`src/rtl/bist_pkg.sv`:
```
// bist_pkg: shared encodings and defaults for the memory BIST controller and datapath.
package bist_pkg;
  typedef enum logic [2:0] {RST, W0, R0, W1, R1} bist_state_e;
  localparam int DEF_ADDR_W = 4;
  localparam int DEF_DATA_W = 8;
  localparam int RD_LAT_MIN = 1;
  localparam int RD_LAT_MAX = 4;
endpackage

```
`src/rtl/bist_datapath_if.sv`:
```
// bist_datapath_if: memory-under-test bus between the BIST datapath and the memory.
interface bist_datapath_if
  import bist_pkg::*;
#(
  parameter int ADDR_W = DEF_ADDR_W,
  parameter int DATA_W = DEF_DATA_W
);
  logic [ADDR_W-1:0] mem_addr;
  logic [DATA_W-1:0] mem_wdata;
  logic [DATA_W-1:0] mem_rdata;
  logic              mem_we;
  logic              mem_re;
  modport master (output mem_addr, mem_wdata, mem_we, mem_re, input mem_rdata);
  modport slave  (input mem_addr, mem_wdata, mem_we, mem_re, output mem_rdata);
endinterface

```
`src/rtl/bist_rd_pipe.sv`:
```
// bist_rd_pipe: RD_LAT-deep shift register of {valid, expected word, address} with sync flush.
module bist_rd_pipe
  import bist_pkg::*;
#(
  parameter int RD_LAT = 1,
  parameter int ADDR_W = DEF_ADDR_W,
  parameter int DATA_W = DEF_DATA_W
) (
  input  logic              clk,
  input  logic              rst,
  input  logic              flush,
  input  logic              in_valid,
  input  logic [DATA_W-1:0] in_exp,
  input  logic [ADDR_W-1:0] in_addr,
  output logic              out_valid,
  output logic [DATA_W-1:0] out_exp,
  output logic [ADDR_W-1:0] out_addr
);
  logic [RD_LAT-1:0]             valid_q, valid_d;
  logic [RD_LAT-1:0][DATA_W-1:0] exp_q, exp_d;
  logic [RD_LAT-1:0][ADDR_W-1:0] addr_q, addr_d;
  // Truncating {stages, input} to the pipe width drops the oldest stage, which also covers RD_LAT=1.
  always_comb begin
    valid_d = flush ? '0 : RD_LAT'({valid_q, in_valid});
    exp_d   = (RD_LAT*DATA_W)'({exp_q, in_exp});
    addr_d  = (RD_LAT*ADDR_W)'({addr_q, in_addr});
  end
  always_ff @(posedge clk or negedge rst) begin
    if (!rst) begin
      valid_q <= '0;
      exp_q   <= '0;
      addr_q  <= '0;
    end else begin
      valid_q <= valid_d;
      exp_q   <= exp_d;
      addr_q  <= addr_d;
    end
  end
  assign out_valid = valid_q[RD_LAT-1];
  assign out_exp   = exp_q[RD_LAT-1];
  assign out_addr  = addr_q[RD_LAT-1];
endmodule

```
`src/rtl/bist_datapath.sv`:
```
// bist_datapath: march-test address/data generation, delayed read compare and error log.
module bist_datapath
  import bist_pkg::*;
#(
  parameter int ADDR_W = DEF_ADDR_W,
  parameter int DATA_W = DEF_DATA_W,
  parameter int RD_LAT = 1
) (
  input  logic              clk,
  input  logic              rst,
  input  logic              reset,
  input  logic              preset,
  input  logic              en,
  input  logic              up_down,
  input  logic              out,
  input  logic              read,
  input  logic              write,
  bist_datapath_if.master   mem,
  output logic              carry,
  output logic              is_equal,
  output logic              err_flag,
  output logic [ADDR_W-1:0] err_addr,
  output logic [ADDR_W+1:0] err_count
);
  if (RD_LAT < RD_LAT_MIN || RD_LAT > RD_LAT_MAX) begin : g_lat_chk
    $error("bist_datapath: RD_LAT=%0d outside supported range", RD_LAT);
  end
  logic [ADDR_W-1:0] cnt_q, cnt_d, err_addr_q, err_addr_d, pipe_addr;
  logic [ADDR_W+1:0] err_count_q, err_count_d;
  logic [DATA_W-1:0] pipe_exp;
  logic              err_flag_q, err_flag_d, pipe_valid, miss;
  // Descending order is the bitwise complement of the count, so one counter serves both directions.
  assign mem.mem_addr  = up_down ? cnt_q : ~cnt_q;
  assign mem.mem_wdata = {DATA_W{out}};
  assign mem.mem_we    = en && write;
  assign mem.mem_re    = en && read && !write;
  bist_rd_pipe #(.RD_LAT(RD_LAT), .ADDR_W(ADDR_W), .DATA_W(DATA_W)) u_rd_pipe (
    .clk       (clk),
    .rst       (rst),
    .flush     (reset),
    .in_valid  (mem.mem_re),
    .in_exp    (mem.mem_wdata),
    .in_addr   (mem.mem_addr),
    .out_valid (pipe_valid),
    .out_exp   (pipe_exp),
    .out_addr  (pipe_addr)
  );
  always_comb begin
    carry       = en && (&cnt_q);
    miss        = pipe_valid && (mem.mem_rdata != pipe_exp);
    is_equal    = !miss;
    cnt_d       = reset ? '0 : preset ? '1 : en ? cnt_q + 1'b1 : cnt_q;
    err_flag_d  = !reset && (err_flag_q || miss);
    err_addr_d  = reset ? '0 : (miss && !err_flag_q) ? pipe_addr : err_addr_q;
    err_count_d = reset ? '0 : (miss && !(&err_count_q)) ? err_count_q + 1'b1 : err_count_q;
  end
  always_ff @(posedge clk or negedge rst) begin
    if (!rst) begin
      cnt_q       <= '0;
      err_flag_q  <= 1'b0;
      err_addr_q  <= '0;
      err_count_q <= '0;
    end else begin
      cnt_q       <= cnt_d;
      err_flag_q  <= err_flag_d;
      err_addr_q  <= err_addr_d;
      err_count_q <= err_count_d;
    end
  end
  assign err_flag  = err_flag_q;
  assign err_addr  = err_addr_q;
  assign err_count = err_count_q;
endmodule

```
`src/flat_wrapper.sv`:
```
// flat-port wrapper written by rule: the top's interface ports become plain ports
module bist_datapath_flat import bist_pkg::*;
#(
  parameter int ADDR_W = DEF_ADDR_W,
  parameter int DATA_W = DEF_DATA_W,
  parameter int RD_LAT = 1
)
  (clk, rst, reset, preset, en, up_down, out, read, write, carry, is_equal, err_flag, err_addr, err_count, mem_mem_addr, mem_mem_wdata, mem_mem_we, mem_mem_re, mem_mem_rdata);
  bist_datapath_if #(.ADDR_W(ADDR_W), .DATA_W(DATA_W)) mem_i ();
  input  logic clk;
  input  logic rst;
  input  logic reset;
  input  logic preset;
  input  logic en;
  input  logic up_down;
  input  logic out;
  input  logic read;
  input  logic write;
  output logic carry;
  output logic is_equal;
  output logic err_flag;
  output logic [ADDR_W-1:0] err_addr;
  output logic [ADDR_W+1:0] err_count;
  output wire logic [$bits(mem_i.mem_addr)-1:0] mem_mem_addr;
  output wire logic [$bits(mem_i.mem_wdata)-1:0] mem_mem_wdata;
  output wire logic [$bits(mem_i.mem_we)-1:0] mem_mem_we;
  output wire logic [$bits(mem_i.mem_re)-1:0] mem_mem_re;
  input wire logic [$bits(mem_i.mem_rdata)-1:0] mem_mem_rdata;
  assign mem_mem_addr = mem_i.mem_addr;
  assign mem_mem_wdata = mem_i.mem_wdata;
  assign mem_mem_we = mem_i.mem_we;
  assign mem_mem_re = mem_i.mem_re;
  assign mem_i.mem_rdata = mem_mem_rdata;
  bist_datapath #(.ADDR_W(ADDR_W), .DATA_W(DATA_W), .RD_LAT(RD_LAT)) u_core (.clk(clk), .rst(rst), .reset(reset), .preset(preset), .en(en), .up_down(up_down), .out(out), .read(read), .write(write), .mem(mem_i), .carry(carry), .is_equal(is_equal), .err_flag(err_flag), .err_addr(err_addr), .err_count(err_count));
endmodule
```
`config.mk`:
```
export PLATFORM = sky130hd
export DESIGN_NAME = bist_datapath_flat
export DESIGN_NICKNAME = d
export VERILOG_FILES = /design/src/rtl/bist_pkg.sv /design/src/rtl/bist_datapath_if.sv /design/src/rtl/bist_rd_pipe.sv /design/src/rtl/bist_datapath.sv /design/src/flat_wrapper.sv
export SDC_FILE = /design/constraint.sdc
export NUM_CORES = 1
export LEC_CHECK = 0
export CORE_MARGIN = 10
export CORE_UTILIZATION = 51
export CTS_BUF_LIST = sky130_fd_sc_hd__clkbuf_4 sky130_fd_sc_hd__clkbuf_8
export CTS_CLUSTER_SIZE = 25
export DETAILED_ROUTE_END_ITERATION = 6
export DONT_BUFFER_PORTS = 1
export GPL_TIMING_DRIVEN = 1
export PLACE_DENSITY = 0.7
export SYNTH_ARGS = -nofsm -noshare
export SYNTH_HDL_FRONTEND = slang
export SYNTH_SLANG_ARGS = --single-unit
```
`constraint.sdc`:
```
create_clock -name clk -period 1.94 [get_ports clk]
set_input_delay 0.097 -clock clk [delete_from_list [all_inputs] [get_ports clk]]
set_output_delay 0.097 -clock clk [all_outputs]
set_load 0.01 [all_outputs]
```
==> results_tabular.tex <==
\begin{tabular}{lr}
\hline
Metric & Value \\
\hline
\multicolumn{2}{l}{\textbf{Status}} \\
\quad Result of the run & finished clean \\
\multicolumn{2}{l}{\textbf{Synthesis}} \\
\quad Number of library cell types mapped by synthesis & 31 \\
\quad Synthesized area per cell & 10.4 sq um \\
\quad Leading post-synthesis cells by cell area & sky130\_fd\_sc\_hd\_\_dfrtp\_1 47\%, sky130\_fd\_sc\_hd\_\_nand2b\_1 5.6\%, sky130\_fd\_sc\_hd\_\_buf\_4 5.4\% \\
\quad Async SR Flop Fraction & 1.00 \\
\quad EDFF count, synth & 0 \\
\quad Share of the synthesized area in the top cell type & 0.468 \\
\quad Synthesized netlist cell count & 108 \\
\quad Number of flip-flops and latches in the synthesized netlist & 21 \\
\quad Ys Warns & 0 \\
\quad Prevailing post-synth register cell & sky130\_fd\_sc\_hd\_\_dfrtp\_1 \\
\quad Biggest area consumer among synthesized cells & sky130\_fd\_sc\_hd\_\_dfrtp\_1 \\
\quad Sequential-to-total area share from yosys stat & 0.468 \\
\quad Post-Syn Nets & 127 \\
\quad Post-synth design cell area & 1120 sq um \\
\multicolumn{2}{l}{\textbf{Worst setup path}} \\
\quad Crit path max-delay family & simple AND/OR/NAND/NOR gates \\
\quad Category of the most critical setup path & reg -> reg \\
\quad Setup crit start & u\_core.u\_rd\_pipe.out\_exp[0]\$\_DFF\_PN0\_ \\
\quad Number of cells on the worst reg-to-reg path & 5 \\
\quad CP Max Fanout & 6 \\
\quad Endpoint of the worst setup timing path & u\_core.err\_count[3]\$\_DFFE\_PN0P\_ \\
\quad Cell depth of the worst setup path & 5 \\
\quad Chain of cells forming the critical path & or3\_1 > o41ai\_4 > buf\_4 > nor4\_1 > mux2\_2 \\
\quad Slowest cell on crit path & sky130\_fd\_sc\_hd\_\_dfrtp\_1 \\
\quad Critical path required time & 2.14 ns \\
\quad Biggest cell delay along the critical path & 0.39 ns \\
\quad WP data arrival & 2.02 ns \\
\quad R2r setup slk & 0.12 ns \\
\quad Startpoint of the worst register-to-register path & u\_core.u\_rd\_pipe.out\_exp[0]\$\_DFF\_PN0\_ \\
\quad Buffers plus inverters on the worst setup path & 1 \\
\quad Critical R2R Capture & u\_core.err\_count[3]\$\_DFFE\_PN0P\_ \\
\quad Capturing element type of the critical path & register \\
\quad Worst Setup Start Kind & register \\
\multicolumn{2}{l}{\textbf{Clocking}} \\
\quad Clock input transition at the sequential cells of the worst setup and hold paths & 0.12 ns \\
\quad Worst-Skew Late Latency & 0.31 ns \\
\quad Clock buffer count from CTS & 3 \\
\quad Root cell of the clock tree & sky130\_fd\_sc\_hd\_\_clkbuf\_4 \\
\quad Number of clock sinks & 21 \\
\quad Number of levels in the clock H-tree & 1 \\
\quad Clock tree from TritonCTS & done \\
\quad Clock buffer depth & 2 \\
\multicolumn{2}{l}{\textbf{Place}} \\
\quad Weighted congestion at the end of routability-driven global placement & 0.675 \\
\quad Count of buffers from port buffering & 0 \\
\quad Half-perimeter wire length of the detailed placement result & 1680 um \\
\multicolumn{2}{l}{\textbf{Detailed routing}} \\
\quad Aggregate routed wire length & 2290 um \\
\quad Vias/cell & 5.62 \\
\quad Detailed Routing Iterations Pass 1 & 4 \\
\quad Final ANT Viol Nets & 0 \\
\quad Total vias in the final route & 775 \\
\quad Number of design-rule violations left by the first detailed-router iteration & 29 \\
\quad Wire per inst & 16.6 um \\
\quad Remaining design rule violation count & 0 \\
\multicolumn{2}{l}{\textbf{Timing}} \\
\quad Crit share post-route & 0.939 \\
\quad Final Skew & 0.00596 ns \\
\quad Final critical-path required period & 1.82 ns \\
\quad Pins Over Slew Limit & 0 \\
\quad Setup violation total in the final timing report & 0 \\
\quad Worst slew margin & 0.367 \\
\quad Total negative setup slack & 0 ns \\
\quad Setup repair after global routing missed its margin & no \\
\quad Slew at the pin closest to its max-slew limit & 0.947 ns \\
\quad Number of failing hold endpoints at the final stage & 0 \\
\quad Highest Clock Rate & 549 MHz \\
\multicolumn{2}{l}{\textbf{Final layout}} \\
\quad Number of filler instances in the final layout & 176 \\
\quad Number of antenna diodes & 0 \\
\quad Nets@finish & 131 \\
\quad Register area & 526 sq um \\
\quad Area growth from synthesis to final layout & 8.03\% \\
\quad Fraction of layout cells with a size suffix above 1 & 0.153 \\
\quad Footprint of the multi-input gates & 527 sq um \\
\multicolumn{2}{l}{\textbf{Pwr}} \\
\quad Power density relative to cell area & 651 nW/um\^{}2 \\
\quad Leakage & 0.485 nW \\
\quad Largest vdd supply drop & 0.356 mV \\
\quad Sum of internal, switching and leakage power & 0.789 mW \\
\multicolumn{2}{l}{\textbf{Floorplanning}} \\
\quad Die width & 66.9 um \\
\quad Core region area & 2020 sq um \\
\quad DIE AREA & 4480 sq um \\
\quad Die Span Y & 66.9 um \\
\quad Starting Density & 0.555 \\
\quad \# IOs & 44 \\
\quad Site row count & 16 \\
\multicolumn{2}{l}{\textbf{Global route}} \\
\quad Number of global-route vias before repair & 812 \\
\quad Initial antenna violation count & 0 \\
\quad Maximum number of pins on one net before global-route repair & 22 \\
\quad GRT Overall Usage & 0.103 \\
\quad Wire length of the first global-routing pass & 3670 um \\
\quad Overflow left after global routing & 0 \\
\multicolumn{2}{l}{\textbf{Run}} \\
\quad \# Max-Cap Violations & 0 \\
\multicolumn{2}{l}{\textbf{Min path}} \\
\quad HP Class & in -> reg \\
\hline
\end{tabular}
-- what timing repair did --
action / in CTS / in global routing
endpoints found under the setup margin: 0 / 4
hold buffers: 7 / 0
buffers inserted: 0 / 2
endpoints found under the hold margin: 39 / 0
gates resized for setup: 0 / 1
-- state kept, by name, indices dropped and copies added, names as in the netlist --
name                        count
u_core.err_count                6
u_core.u_rd_pipe.out_exp        1
u_core.cnt_q                    4
u_core.u_rd_pipe.out_valid      1
u_core.err_addr                 4
u_core.err_flag                 1
u_core.u_rd_pipe.out_addr       4
-- per-stage QoR --
step / hold slack, ns / instance area [sq um] / worst slack, ns / utilization / std cells
floorplan: -0.199 / 1120 / 0.313 / - / 108
global placement: -0.198 / 1090 / 0.190 / 0.540 / 125
detailed placement: -0.198 / 1090 / 0.146 / 0.540 / 125
CTS: 0.0169 / 1190 / 0.0513 / 0.590 / 136
global route: 0.0146 / 1210 / 0.0600 / 0.600 / 138
finish: 0.0232 / 1210 / 0.118 / 0.600 / 138
-- logic make-up after synthesis --
| kind of cell | share of synthesized area |
|---|---|
| mux | 0.0747 |
| compound gates | 0.0635 |
| fa+ha+maj | 0.0223 |
| buf+inv | 0.0669 |
| flops | 0.468 |
| simple gates | 0.250 |
| xor+xnor | 0.0546 |
-- how the worst min path moves through the flow --
stage                     slack (ns)  cells after the start  start                              end
after floorplan                -0.20                      0    rst      u_core.cnt_q[0]$_DFFE_PN0P_
after global placement         -0.20                      0    rst   u_core.err_addr[2]$_DFFE_PN0P_
after detailed placement       -0.20                      0    rst   u_core.err_addr[2]$_DFFE_PN0P_
after CTS                       0.02                      2  reset  u_core.err_count[0]$_DFFE_PN0P_
after global routing            0.01                      2  reset  u_core.err_count[0]$_DFFE_PN0P_
final                           0.02                      2  reset  u_core.err_count[0]$_DFFE_PN0P_
-- per-layer routing --
| layer | global-route usage | share of wire |
|---|---|---|
| met5 | 0 | 0 |
| met1 | 0.0976 | 0.38 |
| met3 | 0.0368 | 0.081 |
| met2 | 0.188 | 0.53 |
| met4 | 0.0538 | 0.010 |
-- cell usage in the layout, fill, tap and decap left out, drive strengths merged, types with 3 or more instances in the layout --
master | netlist | final
nor3 | 3 | 3
nand3 | 3 | 3
mux2 | 3 | 3
dfrtp | 21 | 21
nor2b | 5 | 5
nand2 | 5 | 5
or4 | 3 | 3
dlygate4sd3 | 0 | 7
clkbuf | 3 | 3
nor2 | 13 | 13
mux2i | 5 | 5
xnor2 | 6 | 6
nand2b | 10 | 10
buf | 8 | 3
a21oi | 3 | 3
-- power by group --
| group | total, mW | switching (mW) | leakage, nW | internal (mW) |
|---|---|---|---|---|
| logic | 0.0944 | 0.0508 | 0.197 | 0.0435 |
| registers | 0.478 | 0.0181 | 0.275 | 0.460 |
| clock network | 0.217 | 0.138 | 0.0139 | 0.0786 |
-- Yosys cell counts, types with 3 or more instances --
library cell	count
sky130_fd_sc_hd__nand3_1	3
sky130_fd_sc_hd__a21oi_1	3
sky130_fd_sc_hd__buf_4	8
sky130_fd_sc_hd__nor2_1	13
sky130_fd_sc_hd__nor2b_1	5
sky130_fd_sc_hd__dfrtp_1	21
sky130_fd_sc_hd__nand2_1	5
sky130_fd_sc_hd__clkbuf_1	3
sky130_fd_sc_hd__nand2b_1	10
sky130_fd_sc_hd__mux2i_1	5
sky130_fd_sc_hd__xnor2_1	6
sky130_fd_sc_hd__mux2_2	3
-- final cells by class --
cell class,instances,share of cell area
Multi-Input combinational cell,75,0.434
Tap cell,27,0.0279
Inverter,1,0.00310
Timing Repair Buffer,10,0.0764
Sequential cell,21,0.433
Clock buffer,3,0.0186
Clock inverter,1,0.00619
Power figures use the tool's default switching activity.
